**src/rtl/fact_dispatch.sv**
```systemverilog
// fact_dispatch: queues factorial requests and dispatches them, one at a time, to an external engine.
//   clk, reset                         : clock, asynchronous active-high reset
//   req_valid/req_ready/req_n/req_tag  : request handshake, operand and request id
//   rsp_valid/rsp_ready/rsp_data/
//   rsp_tag/rsp_ovf                    : response handshake, factorial, id, overflow flag
//   eng_start/eng_n/eng_done/eng_result: engine command and completion
//   busy                               : FSM not idle or requests still queued
module fact_dispatch #(
   parameter int DEPTH = 4,
   parameter int NMAX  = 8
) (
   input  logic        clk,
   input  logic        reset,
   input  logic        req_valid,
   output logic        req_ready,
   input  logic [7:0]  req_n,
   input  logic [3:0]  req_tag,
   output logic        rsp_valid,
   input  logic        rsp_ready,
   output logic [15:0] rsp_data,
   output logic [3:0]  rsp_tag,
   output logic        rsp_ovf,
   output logic        eng_start,
   output logic [7:0]  eng_n,
   input  logic        eng_done,
   input  logic [15:0] eng_result,
   output logic        busy
);
   localparam int AW = $clog2(DEPTH);
   localparam logic [AW:0] FULL = DEPTH[AW:0];
   localparam logic [7:0] NMAX8 = NMAX[7:0];
   typedef enum logic [2:0] {IDLE, ISSUE, WAIT, CAPTURE, RESPOND} state_t;
   state_t        state_q, state_d;
   logic [11:0]   mem_q [DEPTH];
   logic [11:0]   mem_d [DEPTH];
   logic [AW-1:0] wr_ptr_q, wr_ptr_d, rd_ptr_q, rd_ptr_d;
   logic [AW:0]   count_q, count_d;
   logic [15:0]   rsp_data_q, rsp_data_d;
   logic [3:0]    rsp_tag_q, rsp_tag_d;
   logic          rsp_ovf_q, rsp_ovf_d;
   logic [7:0]    eng_n_q, eng_n_d;
   logic          push, pop;
   logic [11:0]   head;
   always_comb begin
      push = req_valid && req_ready;
      pop = (state_q == IDLE) && (count_q != '0);
      head = mem_q[rd_ptr_q];
      mem_d = mem_q;
      if (push) mem_d[wr_ptr_q] = {req_n, req_tag};
      wr_ptr_d = push ? wr_ptr_q + 1'b1 : wr_ptr_q;
      rd_ptr_d = pop ? rd_ptr_q + 1'b1 : rd_ptr_q;
      count_d = count_q + {{AW{1'b0}}, push} - {{AW{1'b0}}, pop};
      state_d = state_q;
      rsp_data_d = rsp_data_q;
      rsp_tag_d = rsp_tag_q;
      rsp_ovf_d = rsp_ovf_q;
      eng_n_d = eng_n_q;
      case (state_q)
         IDLE: if (pop) begin
            rsp_tag_d = head[3:0];
            eng_n_d = head[11:4];
            if (head[11:4] <= 8'd1) begin
               rsp_data_d = 16'd1;
               rsp_ovf_d = 1'b0;
               state_d = RESPOND;
            end else if (head[11:4] > NMAX8) begin
               rsp_data_d = 16'd0;
               rsp_ovf_d = 1'b1;
               state_d = RESPOND;
            end else begin
               state_d = ISSUE;
            end
         end
         ISSUE: state_d = WAIT;
         WAIT: state_d = eng_done ? CAPTURE : WAIT;
         // eng_result is only guaranteed the cycle after eng_done, hence the extra state
         CAPTURE: begin
            rsp_data_d = eng_result;
            rsp_ovf_d = 1'b0;
            state_d = RESPOND;
         end
         RESPOND: state_d = rsp_ready ? IDLE : RESPOND;
         default: state_d = IDLE;
      endcase
   end
   always_ff @(posedge clk or posedge reset) begin
      if (reset) begin
         state_q <= IDLE;
         mem_q <= '{default: '0};
         wr_ptr_q <= '0;
         rd_ptr_q <= '0;
         count_q <= '0;
         rsp_data_q <= '0;
         rsp_tag_q <= '0;
         rsp_ovf_q <= 1'b0;
         eng_n_q <= '0;
      end else begin
         state_q <= state_d;
         mem_q <= mem_d;
         wr_ptr_q <= wr_ptr_d;
         rd_ptr_q <= rd_ptr_d;
         count_q <= count_d;
         rsp_data_q <= rsp_data_d;
         rsp_tag_q <= rsp_tag_d;
         rsp_ovf_q <= rsp_ovf_d;
         eng_n_q <= eng_n_d;
      end
   end
   assign req_ready = count_q != FULL;
   assign rsp_valid = state_q == RESPOND;
   assign rsp_data = rsp_data_q;
   assign rsp_tag = rsp_tag_q;
   assign rsp_ovf = rsp_ovf_q;
   assign eng_start = state_q == ISSUE;
   assign eng_n = eng_n_q;
   assign busy = (state_q != IDLE) || (count_q != '0);
endmodule

```
**config.mk**
```make
export PLATFORM = sky130hd
export DESIGN_NAME = fact_dispatch
export DESIGN_NICKNAME = d
export VERILOG_FILES = /design/src/rtl/fact_dispatch.sv
export SDC_FILE = /design/constraint.sdc
export NUM_CORES = 1
export LEC_CHECK = 0
export BUFFER_PORTS_ARGS = -buffer_cell sky130_fd_sc_hd__buf_4
export CAP_MARGIN = 20
export CORE_ASPECT_RATIO = 1.2
export CORE_UTILIZATION = 32
export CTS_CLUSTER_DIAMETER = 60
export DETAILED_ROUTE_END_ITERATION = 8
export GPL_TIMING_DRIVEN = 0
export MAX_ROUTING_LAYER = met4
export PLACE_DENSITY = 0.5
export SYNTH_ARGS = -nofsm -noshare
export SYNTH_HDL_FRONTEND = slang
export SYNTH_SLANG_ARGS = --single-unit
```
**constraint.sdc**
```tcl
create_clock -name clk -period 3.9 [get_ports clk]
set_input_delay 0.78 -clock clk [delete_from_list [all_inputs] [get_ports clk]]
set_output_delay 0.78 -clock clk [all_outputs]
set_load 0.01 [all_outputs]
```
Yosys cells after proc, flatten, opt, wreduce, memory -nomap -nowiden --
Cells that the tools add are included.
Word-level totals: input bits 33, output and inout bits 33, word-level logic and storage cells 60, flip-flop bits (word level) 87
Operators by class: equal/unequal tests 7, reductions and logical operators 10, bitwise logic cells 2, mux-type cells 20, add/subtract/negate cells 4, $lt $le $gt $ge 5
Operators with widths (count):
- bitwise mux 48 bit | 1
- two-way mux 16 bit | 3
- two-way mux 12 bit | 3
- one-hot mux 16 bit (2 select lines) | 1
- binary-select mux 12 bit (select 2 bit) | 1
- demux 12 bit (select 2 bit) | 1
- one-hot mux 3 bit (5 select lines) | 1
- two-way mux 3 bit | 4
- > comparator 8 x 4 -> 1 bit (second input constant) | 1
- <= comparator 8 x 1 -> 1 bit (second input constant) | 1
- equality test 3 x 2 -> 1 bit (second input constant) | 2
- >= comparator 3 bit (second input constant) | 2
- inverter 2 -> 3 bit | 2
- nonzero test 3 bit | 2
- adder 2 x 1 -> 2 bit (second input constant) | 2
- two-way mux 1 bit | 4
- adder 3 x 1 -> 3 bit | 1
- equality test 3 x 1 -> 1 bit (second input constant) | 1
- equality test 3 bit (second input constant) | 1
- logical AND 1 bit | 3
- logical NOT 3 bit | 1
- < comparator 3 x 1 -> 1 bit (second input constant) | 1
- != test 3 x 1 -> 1 bit (second input constant) | 1
- != test 3 bit (second input constant) | 1
- other kinds (7) | 7

Longest topological paths before layout --
Gate-level depths: netlist (run 1).
depth after elaboration 9, depth in mapped cells 11, depth with buffers taken out 10

Worst setup path before layout (run 1) --
OpenSTA, ideal clock, no wires.
path type register to register, start point reg count_q[2], end point reg count_q[2], period minus slack after synthesis 2.520 ns, arrival 2.398 ns, setup slack 1.380 ns, buffers on the path 1, stages on the path, launching flop included 11, library setup time 0.123 ns, required time 3.777 ns, cell sequence dfrtp_1 > nor3_1 > nand2b_1 > clkinv_1 > buf_1 > ha_1 > inv_1 > ha_1 > fa_1 > xor2_1 > xnor2_1
Between the ends: elaborated cells between the ends (all ways) 6, those cells by class 2 x add/sub; 1 x eq/ne; 3 x reduce/logical
RTL lines:
- from (decl) | line 37 | logic [AW:0] count_q, count_d;
- from (signal assigned) | line 102 | count_q <= count_d;
- nonzero test 3 bit | line 46 | pop = (state_q == IDLE) && (count_q != '0);
- logical AND 1 bit | line 46
- net pop | line 42 | logic push, pop;
- subtractor 3 x 1 -> 3 bit | line 52 | count_d = count_q + {{AW{1'b0}}, push} - {{AW{1'b0}}, pop};
- net count_d[2] | line 37
The timed path passes the listed nets, and every way through them passes these cells. A chain may end at the register's enable or synchronous reset.

Final worst setup path (run 1) --
start point reg count_q[1], end point reg count_q[2]
Same word-level chain as after synthesis.

==> flow_metrics.env, run 1 <==
export IMPL_status="complete, no violations"
export IMPL_synthSimpleGateAreaFrac_pct=3.62
export IMPL_ys_seq_area_share_pct=58.3
export IMPL_dr_pass1_iters=4
export IMPL_cts_tree="done"
export IMPL_cp_depth=10
export IMPL_post_cts_resized=0
export IMPL_cellLeakagePower_nw=2.15
export IMPL_reg2regPathDepth=10
export IMPL_die_y_um=120
export IMPL_ant_nets=0
export IMPL_grt_pass1_vias=2300
export IMPL_synth_top_family_by_area="multiplexers"
export IMPL_grt_overflow=0
export IMPL_start_kind="flip-flop"
export IMPL_netlist_area_mm2=0.00374
export IMPL_synthFlopType="dfrtp_1"
export IMPL_nFillCells=1076
export IMPL_timing_setup_tns_ns=0
export IMPL_synth_xor_area_share_pct=1.41
export IMPL_cp_arrival_ns=3.28
export IMPL_grt_start_max_net_pins=71
export IMPL_rows=42
export IMPL_num_vias=2211
export IMPL_finalSetupViolations=0
export IMPL_finalNetCount=359
export IMPL_cts_root_buffer="clkbuf_16"
export IMPL_yosysWarnings=0
export IMPL_clkSlewWorstSetupHoldPaths_ns=0.06
export IMPL_syn2layout_area_growth_pct=27.3
export IMPL_critPathTopFamily="adder cells"
export IMPL_routed_wirelength_um=7540
export IMPL_dp_slack_ns=0.766
export IMPL_synthTopCellsByCount="dfrtp_1, mux2_2, a22o_1"
export IMPL_io_pins=66
export IMPL_finalMaxSlewViolations=0
export IMPL_worstHoldPathType="primary input to asynchronous set/reset pin"
export IMPL_die_area_mm2=0.0121
export IMPL_n_antenna_cell=0
export IMPL_clk_path_buf_depth=2
export IMPL_syn_nets=282
export IMPL_drt_iter0_drc=57
export IMPL_dpl_hpwl_um=5150
export IMPL_peakVddDrop_mv=0.286
export IMPL_critPathMaxFanout=10
export IMPL_relSlewSlack_pct=50.2
export IMPL_synth_top_area_cell="dfrtp_1"
export IMPL_power_mw=4.06
export IMPL_synthAdderAreaFrac_pct=2.55
export IMPL_synthArstFlopShare_pct=100
export IMPL_antenna_found_initial=0
export IMPL_hold_viol_final=0
export IMPL_synth_area_mux_share_pct=26.8
export IMPL_critPathMaxStageDelay_ns=0.42
export IMPL_clock_latency_ns=0.33
export IMPL_synth_cells=242
export IMPL_ys_ff_latch=87
export IMPL_cp_common_cell="ha_1"
export IMPL_tightest_slew_ns=0.746
export IMPL_synth_compound_area_share_pct=4.52
export IMPL_dieWidth_um=101
export IMPL_cts_made_buffers=9
export IMPL_hold_buffers=0
export IMPL_finalWorstSetupSlack_ns=0.838
export IMPL_clkSinkCount=87
export IMPL_fmax_mhz=327
export IMPL_skew_ns=0.00514
export IMPL_synth_edf_count=0
export IMPL_avgViaCountPerCell=4.63
export IMPL_coreArea_mm2=0.0112
export IMPL_io_buffers=65
export IMPL_drc=0
export IMPL_cp_num_buf_inv=3
export IMPL_routedWlPerCell_um=15.8
export IMPL_grt_pass1_wl_um=12500
export IMPL_fin_crit_ns=3.06
export IMPL_powerDensity_mw_per_mm2=854
export IMPL_yosysMostFrequentCell="dfrtp_1"
export IMPL_drv_cap=0
export IMPL_htreeDepth=3
export IMPL_cp_end_kind="flip-flop"
export IMPL_yosys_area_top_type_share_pct=58.3
export IMPL_cts_setup_buffers=0
export IMPL_syn_area_per_cell_um2=15.4
export IMPL_crit_slowest_cell="dfrtp_1"
export IMPL_path_cells="nor3_1 > nand2b_1 > clkinv_1 > buf_1 > ha_1 > inv_1 > ha_1 > fa_1 > xor2_1 > xnor2_1"
export IMPL_layout_drive_gt1_share_pct=50.6
export IMPL_start_util_pct=33.4
export IMPL_rsz0062_at_grt="false"
export IMPL_synth_area_top_cells="dfrtp_1, mux2_2, mux4_2"
export IMPL_grt_total_usage_pct=14.4
export IMPL_gp_congestion=0.690
export IMPL_required_ns=4.12
export IMPL_period_share_pct=78.5
export IMPL_path_class="flip-flop to flip-flop"
export IMPL_yosysUniqueCellTypes=31
flip-flops by register name, summed over array words and instances (netlist names):
register  count
count_q       3
rd_ptr_q      2
state_q       3
wr_ptr_q      2
rsp_ovf       1
mem_q        48
eng_n         8
rsp_tag       4
rsp_data     16
report_power, final:
| group | total [mW] | switching, mW | internal, mW |
|---|---|---|---|
| sequential | 1.50 | 0.200 | 1.30 |
| combinational | 1.69 | 0.728 | 0.965 |
| clock | 0.875 | 0.359 | 0.516 |
path summary, 6_finish.rpt:
kind                                 start            to  slack, ns
worst min register to register   mem_q[16]     mem_q[16]       0.50
worst max-delay path            count_q[1]    count_q[2]       0.84
max in group asynchronous            reset      mem_q[2]       2.90
min in group clk                 mem_q[16]     mem_q[16]       0.50
worst max register to register  count_q[1]    count_q[2]       0.84
worst min-delay path                 reset  rsp_data[11]       0.39
cells by family (layout without fill, tap and decap cells):
kind of cell / count (synthesis) / after routing
simple gates: 26 / 26
flops: 87 / 87
compound gates: 19 / 19
fa+ha+maj: 7 / 7
xor+xnor: 6 / 6
buf+inv: 21 / 103
mux: 76 / 76
per-stage QoR:
stage	std cells	utilization, %	area (µm²)	hold slack [ns]
floorplan	242	-	3740	0.469
global placement	461	39.5	4420	0.484
detailed placement	462	39.7	4450	0.485
CTS	478	42.5	4760	0.385
global route	478	42.5	4760	0.388
finish	478	42.5	4760	0.389
placed cells by master (no fill, tap or decap), drive strengths merged:
cell and count:
a211oi 1, o22ai 1, clkbuf 17, o21ai 2
mux4 12, and2 1, clkinvlp 3, buf 71
nor2 5, nand2 10, nor3 2, inv 8
or4 2, mux2 64, or2 1, clkinv 3
ha 6, bufinv 1, nor3b 1, dfrtp 87
and3b 1, nand2b 2, a22o 15, xor2 1
nor4 1, fa 1, xnor2 5
routing by layer:
layer  track usage (%)  share of wire (%)  vias up
li1                  -                  -     1030
met1              19.2                 49     1122
met2              20.9                 46       52
met3              3.58                3.5        7
met4              6.25                1.5        0
met5                 -                  0        -
cell type report:
type / instances / area (µm²) / share of cell area, %
Tap cell: 154 / 193 / 4.05
Sequential cell: 87 / 2180 / 45.8
Inverter: 9 / 36.3 / 0.763
Timing Repair Buffer: 66 / 515 / 10.8
Buffer: 12 / 71.3 / 1.50
Clock buffer: 10 / 239 / 5.02
Multi-Input combinational cell: 134 / 1450 / 30.6
Clock inverter: 6 / 70.1 / 1.47
Power figures use the tool's default switching activity.
==> run 2: changes to the inputs <==
--- a/config.mk
+++ b/config.mk
@@ -5,6 +5,7 @@
 export SDC_FILE = /design/constraint.sdc
 export NUM_CORES = 1
 export LEC_CHECK = 0
+export ABC_AREA = 1
 export BUFFER_PORTS_ARGS = -buffer_cell sky130_fd_sc_hd__buf_4
 export CAP_MARGIN = 20
 export CORE_ASPECT_RATIO = 1.2
@@ -13,7 +14,7 @@
 export DETAILED_ROUTE_END_ITERATION = 8
 export GPL_TIMING_DRIVEN = 0
 export MAX_ROUTING_LAYER = met4
-export PLACE_DENSITY = 0.5
+export PLACE_DENSITY = 0.49
 export SYNTH_ARGS = -nofsm -noshare
 export SYNTH_HDL_FRONTEND = slang
 export SYNTH_SLANG_ARGS = --single-unit
==> constraint.sdc (replaced) <==
create_clock -name clk -period 2.84 [get_ports clk]
set_input_delay 0.568 -clock clk [delete_from_list [all_inputs] [get_ports clk]]
set_output_delay 0.568 -clock clk [all_outputs]
set_load 0.01 [all_outputs]
==> flow_metrics.env, run 2 <==
export IMPL_cp_end_kind="flip-flop"
export IMPL_n_antenna_cell=0
export IMPL_fin_hold_ws_ns=0.169
export IMPL_coreArea_mm2=0.0116
export IMPL_fmax_mhz=436
export IMPL_finalMaxSlewViolations=0
export IMPL_most_common_layout_cells="nand2_1, dfrtp_1, buf_4, o21ai_0, nor2_1"
export IMPL_ant_nets=0
export IMPL_clock_latency_ns=0.34
export IMPL_post_cts_resized=0
export IMPL_antenna_found_initial=0
export IMPL_avgViaCountPerCell=4.55
export IMPL_tightest_slew_ns=0.638
export IMPL_clkSlewWorstSetupHoldPaths_ns=0.06
export IMPL_critPathMaxStageDelay_ns=0.42
export IMPL_yosysUniqueCellTypes=26
export IMPL_path_class="flip-flop to flip-flop"
export IMPL_finalNetCount=558
export IMPL_grt_pass1_vias=3014
export IMPL_grt_total_usage_pct=17.1
export IMPL_cp_common_cell="inv_1"
export IMPL_largest_reg_flops=48
export IMPL_syn_area_per_cell_um2=8.65
export IMPL_yosysWarnings=0
export IMPL_relSlewSlack_pct=57.4
export IMPL_finalSetupViolations=0
export IMPL_clkSinkCount=87
export IMPL_drt_iter0_drc=195
export IMPL_crit_end="count_q[2]"
export IMPL_crit_slowest_cell="dfrtp_1"
export IMPL_cts_setup_buffers=0
export IMPL_grt_overflow=0
export IMPL_cp_depth=11
export IMPL_die_y_um=122
export IMPL_synthTopCellsByCount="nand2_1, dfrtp_1, o21ai_0"
export IMPL_gp_congestion=0.785
export IMPL_syn2layout_area_growth_pct=26.9
export IMPL_routed_wirelength_um=9190
export IMPL_cp_arrival_ns=2.52
export IMPL_drv_cap=0
export IMPL_skew_ns=0.00675
export IMPL_dr_pass1_iters=4
export IMPL_yosys_area_top_type_share_pct=57.1
export IMPL_final_common_cell="nand2_1"
export IMPL_hold_buffers=0
export IMPL_critPathTopFamily="adder cells"
export IMPL_htreeDepth=3
export IMPL_synthArstFlopShare_pct=100
export IMPL_rsz0062_at_grt="false"
export IMPL_reg2regPathDepth=11
export IMPL_hold_viol_final=0
export IMPL_fin_crit_ns=2.29
export IMPL_status="complete, no violations"
export IMPL_timing_setup_tns_ns=0
export IMPL_start_kind="flip-flop"
export IMPL_worstHoldPathType="primary input to asynchronous set/reset pin"
export IMPL_peakVddDrop_mv=0.373
export IMPL_synth_top_area_cell="dfrtp_1"
export IMPL_clk_path_buf_depth=2
export IMPL_dpl_hpwl_um=6480
export IMPL_ys_ff_latch=87
export IMPL_grt_pass1_wl_um=15200
export IMPL_cts_tree="done"
export IMPL_top_register="mem_q"
export IMPL_synthFlopType="dfrtp_1"
export IMPL_layout_drive_gt1_share_pct=19.3
export IMPL_io_buffers=65
export IMPL_netlist_area_mm2=0.00381
export IMPL_cts_made_buffers=9
export IMPL_ys_seq_area_share_pct=57.1
export IMPL_die_area_mm2=0.0124
export IMPL_cts_root_buffer="clkbuf_16"
export IMPL_syn_nets=481
export IMPL_r2r_start="state_q[1]"
export IMPL_synth_edf_count=0
export IMPL_io_pins=66
export IMPL_grt_start_max_net_pins=70
export IMPL_routedWlPerCell_um=13.5
export IMPL_cp_num_buf_inv=4
export IMPL_nFillCells=1208
export IMPL_start_util_pct=33.0
export IMPL_path_cells="nor2_1 > inv_1 > nor2_4 > inv_1 > nor2_1 > buf_2 > ha_1 > inv_1 > ha_1 > fa_1 > xor2_1"
export IMPL_yosysMostFrequentCell="nand2_1"
export IMPL_rows=43
export IMPL_powerDensity_mw_per_mm2=1160
export IMPL_num_vias=3095
export IMPL_period_share_pct=80.7
export IMPL_required_ns=3.06
export IMPL_synth_area_top_cells="dfrtp_1, nand2_1, o21ai_0"
export IMPL_r2r_end="count_q[2]"
export IMPL_r2r_slack_ns=0.55
export IMPL_cp_startpoint="state_q[1]"
export IMPL_dieWidth_um=102
export IMPL_critPathMaxFanout=10
export IMPL_synth_cells=441
export IMPL_cellLeakagePower_nw=2.48
export IMPL_drc=0
run 2: cell count changes after synthesis, moves of 12 or more:
cell / delta
inv_1: +18
nand2_1: +148
mux4_2: -12
mux2_2: -60
a22o_1: -15
o21ai_0: +65
nor2_1: +25
nand3_1: +24
run 2: worst reg2reg max path, delay by kind of cell, from the launching register on:
kind / cells / cell delay [ns]
flops: 1 / 0.42
xor+xnor: 1 / 0.18
fa+ha+maj: 3 / 0.74
buf+inv: 4 / 0.46
simple gates: 3 / 0.38
run 2: cell type report:
type / count / area, µm² / area share, %
Multi-Input combinational cell: 306 / 1420 / 29.3
Buffer: 19 / 106 / 2.20
Inverter: 29 / 114 / 2.35
Clock inverter: 7 / 87.6 / 1.81
Timing Repair Buffer: 66 / 515 / 10.6
Sequential cell: 87 / 2180 / 45.0
Clock buffer: 9 / 225 / 4.65
Tap cell: 157 / 196 / 4.06
run 2: stage by stage:
| step | power, mW | setup WS (ns) | cells | utilization, % | cell area [µm²] |
|---|---|---|---|---|---|
| global placement | 4.36 | -1.16 | 663 | 38.9 | 4500 |
| floorplan | 3.63 | 0.0218 | 441 | - | 3810 |
| global route | 6.12 | 0.353 | 680 | 41.8 | 4840 |
| finish | 5.60 | 0.547 | 680 | 41.8 | 4840 |
| detailed placement | 4.43 | 0.531 | 664 | 39.1 | 4530 |
| CTS | 5.70 | 0.518 | 680 | 41.8 | 4840 |
run 2: worst min-delay path by stage:
| stage | start | endpoint | slack [ns] | cells past startpoint |
|---|---|---|---|---|
| after floorplan | mem_q[0] | mem_q[0] | 0.45 | 2 |
| after global placement | rsp_data[4] | rsp_data[4] | 0.46 | 2 |
| after detailed placement | rsp_data[13] | rsp_data[13] | 0.46 | 2 |
| after CTS | reset | rsp_data[12] | 0.17 | 2 |
| after global routing | reset | rsp_data[12] | 0.18 | 2 |
| final | reset | rsp_data[11] | 0.17 | 2 |
run 2: report_power, final:
part	internal (mW)	total [mW]	switching, mW	leakage [nW]
clock network	0.764	1.25	0.482	0.155
logic	0.879	2.33	1.45	1.22
registers	1.75	2.03	0.283	1.10
run 2: metal layers:
layer	GRT usage (%)	vias to the layer above	wire length, µm
li1	-	1563	-
met1	20.6	1459	4060
met2	28.0	61	4570
met3	3.10	12	366
met4	7.07	0	183
met5	-	-	0
run 2: cell families (layout without fill, tap and decap cells):
| logic type | after synthesis | in the layout | share of synthesized area, % |
|---|---|---|---|
| and+or+nand+nor | 221 | 221 | 23.9 |
| DFF | 87 | 87 | 57.1 |
| AOI/OAI and AO/OA | 74 | 74 | 9.91 |
| buffers and inverters | 48 | 130 | 5.71 |
| adders and majority gates | 7 | 7 | 2.49 |
| xor gates and xnor gates | 4 | 4 | 0.919 |
==> run 3: changes to the inputs <==
--- a/config.mk
+++ b/config.mk
@@ -14,7 +14,7 @@
 export DETAILED_ROUTE_END_ITERATION = 8
 export GPL_TIMING_DRIVEN = 0
 export MAX_ROUTING_LAYER = met4
-export PLACE_DENSITY = 0.49
+export PLACE_DENSITY = 0.51
 export SYNTH_ARGS = -nofsm -noshare
 export SYNTH_HDL_FRONTEND = slang
 export SYNTH_SLANG_ARGS = --single-unit
==> constraint.sdc (replaced) <==
create_clock -name clk -period 2.1 [get_ports clk]
set_input_delay 0.42 -clock clk [delete_from_list [all_inputs] [get_ports clk]]
set_output_delay 0.42 -clock clk [all_outputs]
set_load 0.01 [all_outputs]
==> flow_metrics.env, run 3 (synthesized netlist as in run 2, its figures left out) <==
export IMPL_antenna_found_initial=0
export IMPL_utilization_pct=41.8
export IMPL_hold_buffers=0
export IMPL_ant_nets=0
export IMPL_critPathMaxFanout=5
export IMPL_critPathTopFamily="adder cells"
export IMPL_reg2regPathDepth=9
export IMPL_n_antenna_cell=0
export IMPL_drv_cap=0
export IMPL_routed_wirelength_um=9290
export IMPL_worstHoldPathType="primary input to asynchronous set/reset pin"
export IMPL_cts_root_buffer="clkbuf_16"
export IMPL_cts_made_buffers=9
export IMPL_path_class="flip-flop to flip-flop"
export IMPL_skew_ns=0.00776
export IMPL_finalSetupViolations=0
export IMPL_clkSinkCount=87
export IMPL_fmax_mhz=515
export IMPL_fin_crit_ns=1.94
export IMPL_top_register="mem_q"
export IMPL_layout_drive_gt1_share_pct=20.9
export IMPL_path_cells="nor2_2 > inv_2 > nor2_4 > inv_1 > nor2_2 > ha_1 > inv_1 > ha_2 > fa_2"
export IMPL_start_util_pct=33.0
export IMPL_gp_congestion=0.787
export IMPL_crit_slowest_cell="dfrtp_1"
export IMPL_r2r_slack_ns=0.16
export IMPL_rows=43
export IMPL_finalWorstSetupSlack_ns=0.158
export IMPL_busiest_layer="met2"
export IMPL_final_common_cell="nand2_1"
export IMPL_status="complete, no violations"
export IMPL_drc=0
export IMPL_most_common_layout_cells="nand2_1, dfrtp_1, buf_4, o21ai_0, nor2_1"
export IMPL_powerDensity_mw_per_mm2=1540
export IMPL_finalMaxSlewViolations=0
export IMPL_cp_end_kind="flip-flop"
export IMPL_gr_usage_met3_pct=2.75
export IMPL_die_area_mm2=0.0124
export IMPL_syn2layout_area_growth_pct=26.9
export IMPL_io_pins=66
export IMPL_rsz0062_at_grt="false"
export IMPL_required_ns=2.32
export IMPL_drt_iter0_drc=145
export IMPL_finalNetCount=561
export IMPL_dpl_hpwl_um=6640
export IMPL_htreeDepth=3
export IMPL_tightest_slew_ns=0.570
export IMPL_clock_latency_ns=0.34
export IMPL_start_kind="flip-flop"
export IMPL_die_y_um=122
export IMPL_coreArea_mm2=0.0116
export IMPL_grt_pass1_vias=3159
export IMPL_cp_num_buf_inv=3
export IMPL_grt_use_met2_pct=27.7
export IMPL_num_vias=3129
export IMPL_r2r_end="count_q[1]"
export IMPL_routedWlPerCell_um=13.6
export IMPL_cellLeakagePower_nw=2.46
export IMPL_grt_pass1_wl_um=15300
export IMPL_avgViaCountPerCell=4.58
export IMPL_fin_area_mm2=0.00484
export IMPL_timing_setup_tns_ns=0
export IMPL_cp_arrival_ns=2.16
export IMPL_clk_path_buf_depth=2
export IMPL_critPathMaxStageDelay_ns=0.42
export IMPL_largest_reg_flops=48
export IMPL_grt_start_max_net_pins=40
export IMPL_relSlewSlack_pct=62.0
export IMPL_dieWidth_um=102
export IMPL_period_share_pct=92.5
export IMPL_io_buffers=65
export IMPL_peakVddDrop_mv=0.479
export IMPL_grt_overflow=0
export IMPL_grt_total_usage_pct=17.1
export IMPL_clkSlewWorstSetupHoldPaths_ns=0.06
export IMPL_dpl_cell_area_mm2=0.00454
export IMPL_dp_slack_ns=-0.231
export IMPL_r2r_start="state_q[1]"
export IMPL_cts_tree="done"
export IMPL_hold_viol_final=0
export IMPL_grtUsageMet1_pct=20.8
export IMPL_dr_pass1_iters=4
-- run 3: layer usage --
| metal | routed length, µm | vias to the layer above |
|---|---|---|
| met5 | 0 | - |
| met4 | 212 | 0 |
| met3 | 343 | 13 |
| met2 | 4520 | 69 |
| met1 | 4210 | 1484 |
| li1 | - | 1563 |
-- run 3: repair_timing --
| action | 4_1_cts | 5_1_grt |
|---|---|---|
| buffers inserted | 2 | 1 |
| endpoints found under the setup margin | 2 | 2 |
| pin swaps | 1 | 3 |
| gates resized for setup | 4 | 4 |
-- run 3: worst max-delay path by stage --
stage	from	to	slack [ns]	cells after the start
floorplan	state_q[1]	count_q[2]	0.03	11
global placement	state_q[1]	count_q[2]	-0.16	11
detailed placement	state_q[1]	count_q[2]	-0.23	11
CTS	state_q[1]	count_q[2]	0.008	11
global route	count_q[1]	mem_q[16]	0.007	8
finish	state_q[1]	count_q[1]	0.16	9
-- run 3: cell type report --
| cell class | instances | area (µm²) |
|---|---|---|
| clock buffer | 9 | 225 |
| buffer | 18 | 101 |
| multi-input combinational | 306 | 1430 |
| sequential | 87 | 2180 |
| fill | 1183 | 6730 |
| inverter | 29 | 115 |
| tap | 157 | 196 |
| timing repair buffer | 70 | 551 |
| clock inverter | 7 | 40.0 |
-- run 3: stage by stage --
step                      total power, mW  instances  hold WS [ns]
after detailed placement             5.99        665         0.459
after global routing                 8.13        683         0.122
final                                7.44        683        0.0830
after floorplan                      4.91        441         0.448
after CTS                            7.55        683        0.0920
after global placement               5.87        663         0.457
-- run 3: where the power goes --
| part | internal [mW] | switching, mW | leakage [nW] | total [mW] |
|---|---|---|---|---|
| Clock | 0.790 | 0.660 | 0.131 | 1.45 |
| Combinational | 1.25 | 1.99 | 1.23 | 3.24 |
| Sequential | 2.36 | 0.383 | 1.10 | 2.75 |
